File: src/rtl/alu_dot_sequencer.sv
`default_nettype none
// ---------------------------------------------------------------------------
// alu_dot_sequencer: runs the shared ALU through multiply/accumulate steps to
// form the dot product of two operand-memory vectors.
// Revision: 1.0
// ---------------------------------------------------------------------------
module alu_dot_sequencer #(
  parameter int         DW      = 16,
  parameter int         AW      = 4,
  parameter logic [2:0] OP_IDLE = 3'd0,
  parameter logic [2:0] OP_ADD  = 3'd1,
  parameter logic [2:0] OP_MUL  = 3'd2
) (
  input  logic          clk,
  input  logic          rst_n,
  input  logic          start,
  input  logic [AW:0]   len,
  output logic          busy,
  output logic          done,
  output logic [DW-1:0] result,
  output logic          result_zero,
  output logic [AW-1:0] a_addr,
  output logic [AW-1:0] b_addr,
  input  logic [DW-1:0] a_data,
  input  logic [DW-1:0] b_data,
  output logic [DW-1:0] alu_in1,
  output logic [DW-1:0] alu_in2,
  output logic [2:0]    alu_control,
  input  logic [DW-1:0] alu_out,
  input  logic          alu_zflag
);

  typedef enum logic [2:0] {
    S_IDLE  = 3'd0,
    S_FETCH = 3'd1,
    S_MUL   = 3'd2,
    S_ADD   = 3'd3,
    S_WB    = 3'd4,
    S_DONE  = 3'd5
  } state_t;

  state_t        state;
  logic [AW:0]   len_q;
  logic [AW-1:0] idx;
  logic [DW-1:0] acc;
  logic          last_elem;

  assign last_elem = ({1'b0, idx} == (len_q - 1'b1));

  // Memory data and the ALU product are only valid during MUL/ADD themselves,
  // so the operand mux has to be combinational on the state.
  always_comb begin
    alu_in1 = '0;
    alu_in2 = '0;
    case (state)
      S_MUL: begin
        alu_in1 = a_data;
        alu_in2 = b_data;
      end
      S_ADD: begin
        alu_in1 = acc;
        alu_in2 = alu_out;
      end
      default: ;
    endcase
  end

  always_ff @(posedge clk or negedge rst_n) begin
    if (!rst_n) begin
      state       <= S_IDLE;
      len_q       <= '0;
      idx         <= '0;
      acc         <= '0;
      busy        <= 1'b0;
      done        <= 1'b0;
      result      <= '0;
      result_zero <= 1'b0;
      a_addr      <= '0;
      b_addr      <= '0;
      alu_control <= OP_IDLE;
    end else begin
      done <= 1'b0;
      case (state)
        S_IDLE: begin
          if (start) begin
            len_q <= len;
            idx   <= '0;
            acc   <= '0;
            busy  <= 1'b1;
            if (len == '0) begin
              state       <= S_DONE;
              done        <= 1'b1;
              result      <= '0;
              result_zero <= 1'b1;
            end else begin
              state  <= S_FETCH;
              a_addr <= '0;
              b_addr <= '0;
            end
          end
        end
        S_FETCH: begin
          state       <= S_MUL;
          alu_control <= OP_MUL;
        end
        S_MUL: begin
          state       <= S_ADD;
          alu_control <= OP_ADD;
        end
        S_ADD: begin
          state       <= S_WB;
          alu_control <= OP_IDLE;
        end
        S_WB: begin
          acc <= alu_out;
          if (last_elem) begin
            // Publish the freshly accumulated sum on the same edge acc takes it.
            state       <= S_DONE;
            done        <= 1'b1;
            result      <= alu_out;
            result_zero <= alu_zflag;
          end else begin
            state  <= S_FETCH;
            idx    <= idx + 1'b1;
            a_addr <= idx + 1'b1;
            b_addr <= idx + 1'b1;
          end
        end
        S_DONE: begin
          state <= S_IDLE;
          busy  <= 1'b0;
        end
        default: begin
          state       <= S_IDLE;
          busy        <= 1'b0;
          alu_control <= OP_IDLE;
        end
      endcase
    end
  end

endmodule
`default_nettype wire

File: config.mk
export PLATFORM = sky130hd
export DESIGN_NAME = alu_dot_sequencer
export DESIGN_NICKNAME = d
export VERILOG_FILES = /design/src/rtl/alu_dot_sequencer.sv
export SDC_FILE = /design/constraint.sdc
export NUM_CORES = 1
export LEC_CHECK = 0
export ABC_AREA = 1
export BUFFER_PORTS_ARGS = -buffer_cell sky130_fd_sc_hd__buf_2
export CAP_MARGIN = 10
export CORE_MARGIN = 2
export CORE_UTILIZATION = 35
export DETAILED_ROUTE_END_ITERATION = 12
export HOLD_SLACK_MARGIN = 0.1
export MAX_ROUTING_LAYER = met4
export SYNTH_ARGS = -nofsm -noshare
export SYNTH_HDL_FRONTEND = slang
export SYNTH_SLANG_ARGS = --single-unit
File: constraint.sdc
create_clock -name clk -period 5.1 [get_ports clk]
set_input_delay 1.02 -clock clk [delete_from_list [all_inputs] [get_ports clk]]
set_output_delay 1.02 -clock clk [all_outputs]
set_load 0.005 [all_outputs]
==> impl_metrics.yaml <==
worst_setup_path:
  rrSetupSlack_ns: 3.05
  crit_type: "reg2out"
  r2r_start: "state[0]"
  crit_required_ns: 4.08
  crit_path_max_fanout: 30
  start_kind: "register"
  critPathArrivalTime_ns: 1.76
  r2r-end: "b_addr[1]"
  end_kind: "output port"
  r2r_cells: 9
clocking:
  root_buffer: "clkbuf_8"
  clock_path_buffers: 2
  cts_made_buffers: 5
  clock_sinks: 53
  clock_latency_ns: 0.30
  ctsResizeCount: 0
  path_clk_slew_ns: 0.09
  cts_tree: "yes"
  htree_levels: 2
  post_cts_buffers: 0
  cts_hold_buf: 0
grt:
  gr-usage-met1_pct: 24.66
  grt_overflow_total: 0
  top_usage_layer: "met2"
  grt_usage_pct: 18.86
  grt_pass1_vias: 2542
  met2_usage_pct: 29.89
  grt_max_degree: 54
  met3_usage_pct: 3.868
  grt_antenna_before_repair: 0
  grt_pass1_wl_um: 12470
route:
  via_per_inst: 4.780
  wl_um: 7630
  wl_per_cell_um: 13.63
  ant_nets: 0
  first_iter_violations: 114
  first_pass_iters: 4
  drc: 0
  vias: 2677
place:
  port_buffers: 117
  gp_congestion: 0.8299
  dpl.cell_count: 552
  placed_area_um2: 3396
  dp_hpwl_um: 5657
floorplanning:
  die_x_um: 93.05
  die_h_um: 93.05
  initial_core_util_pct: 36.10
  io_pins: 119
  dieArea_um2: 8657
  core_area_um2: 7687
  row_count: 32
pwr:
  p_leak_nw: 2.142
  p_per_area_nw_per_um2: 453.8
  vdd_drop_max_v: 0.0001856
  finalPower_mw: 1.577
worst_hold_path:
  hold_path.class: "reg2reg"
  hp-start: "b_addr[3]"
  holdPathEnd: "b_addr[3]"
  holdPathStages: 2
cells_and_area:
  final_area_um2: 3476
  antenna_cells: 0
  layoutNonFillerInstCount: 560
  area_growth_pct: 25.25
  fin_nets: 516
  fillers: 816
  layout_common_cells: "117 x buf_2, 79 x inv_1, 65 x nand2_1"
  final_common_cell: "buf_2"
  drive_above_1_share_pct: 30.35
synth:
  synth.cell_area_um2: 2775
  synth_area_leaders: "dfrtp_1 48%, o22ai_1 11%, inv_1 11%"
  avgSynthCellArea_um2: 7.929
  synth_top_cell_area_share_pct: 47.79
  synth_warnings: 0
  synth-seq-area-share_pct: 47.79
  syn_nets: 409
  synth_area_leader_cell: "dfrtp_1"
  synth_seq_cells: 53
  yosysUniqueCellTypes: 29
  syn_inst: 350
outcome:
  status: "finished, final reports clean"
flow_run:
  max-cap-violations: 0
timing:
  period_share_pct: 54.55
  finalMaxSlewViolations: 0
  fin_setup_tns_ns: 0
  skew_ns: 0.008598
  period_needed_ns: 2.782
  finalSetupViolCount: 0
  hold_viol_final: 0
  worst_pin_slew_ns: 0.6703
  fmax_mhz: 359.4
  rsz0062_at_grt: "no"
  slew_headroom_pct: 55.32
## flip-flops by register name (all words and copies together), names as in the netlist
register	count
done	1
alu_control	2
busy	1
len_q	5
idx	4
result_zero	1
acc	16
state	3
b_addr	4
result	16
## critical path, stage by stage (launching register included)
cell	delay (ns)
dfrtp_1	0.42
inv_1	0.17
nand3_1	0.22
buf_4	0.30
o22ai_1	0.20
buf_2	0.14
## where the power goes
| part | switching [mW] | total, mW | internal, mW | leakage [nW] |
|---|---|---|---|---|
| combinational | 0.446 | 0.735 | 0.288 | 1.39 |
| sequential | 0.0766 | 0.614 | 0.537 | 0.709 |
| clock | 0.131 | 0.229 | 0.0980 | 0.0395 |
## cell usage after synthesis
library cell / number
buf_2: 5
or2_2: 1
clkinv_2: 1
inv_1: 79
nand3_2: 1
ha_1: 2
nand4_1: 2
buf_4: 6
nand2_2: 1
buf_8: 1
nand3b_1: 2
nor2_2: 2
nor2_1: 6
o21ai_0: 8
nand3_1: 45
nor3b_2: 1
nand2_8: 1
dfrtp_1: 53
nor3_1: 2
nand2_4: 2
o211ai_1: 1
a21oi_1: 1
o22ai_1: 48
xnor2_1: 1
conb_1: 1
clkbuf_1: 8
nand2_1: 65
nor2_4: 1
inv_2: 3
## worst max path at each step
stage | from | to | slack, ns | depth (start not counted)
final | state[2] | alu_in2[9] | 2.32 | 5
after global routing | state[2] | alu_in2[10] | 2.17 | 5
after CTS | state[2] | alu_in1[3] | 2.27 | 5
after detailed placement | alu_out[9] | alu_in2[9] | 2.57 | 4
after global placement | alu_out[9] | alu_in2[9] | 2.56 | 4
after floorplan | alu_out[0] | alu_in2[0] | 2.86 | 2
## metrics by stage
stage | setup slack (ns) | utilization, % | hold slack (ns)
floorplan | 2.858 | - | 0.4879
global route | 2.165 | 45.21 | 0.5317
detailed placement | 2.571 | 44.17 | 0.4857
global placement | 2.564 | 44.17 | 0.4774
CTS | 2.273 | 45.21 | 0.5085
finish | 2.318 | 45.21 | 0.4961
## metal layers
layer	vias up	routed length, um
li1	1336	-
met1	1221	3483
met2	111	3491
met3	9	523
met4	0	133
met5	-	0
## cells by family (layout without fill, tap and decap cells)
group	after synthesis	in the layout	share of synthesized area, %
adder cells (fa/ha/maj)	2	2	0.9016
other	1	1	0.1351
AND/OR/NAND/NOR	132	132	22.72
buffers and inverters	103	211	15.42
AO/OA/AOI/OAI	58	58	12.71
XOR/XNOR	1	1	0.3157
flip-flops	53	53	47.79
## final cells by class
class	instances	area, um2	area share [%]
tap	102	127.6	3.672
timing repair buffer	120	608.1	17.49
inverter	83	312.8	8.999
multi-input combinational	194	1021	29.37
clock buffer	8	80.08	2.304
sequential	53	1326	38.16
(Power assumes the default switching activity.)
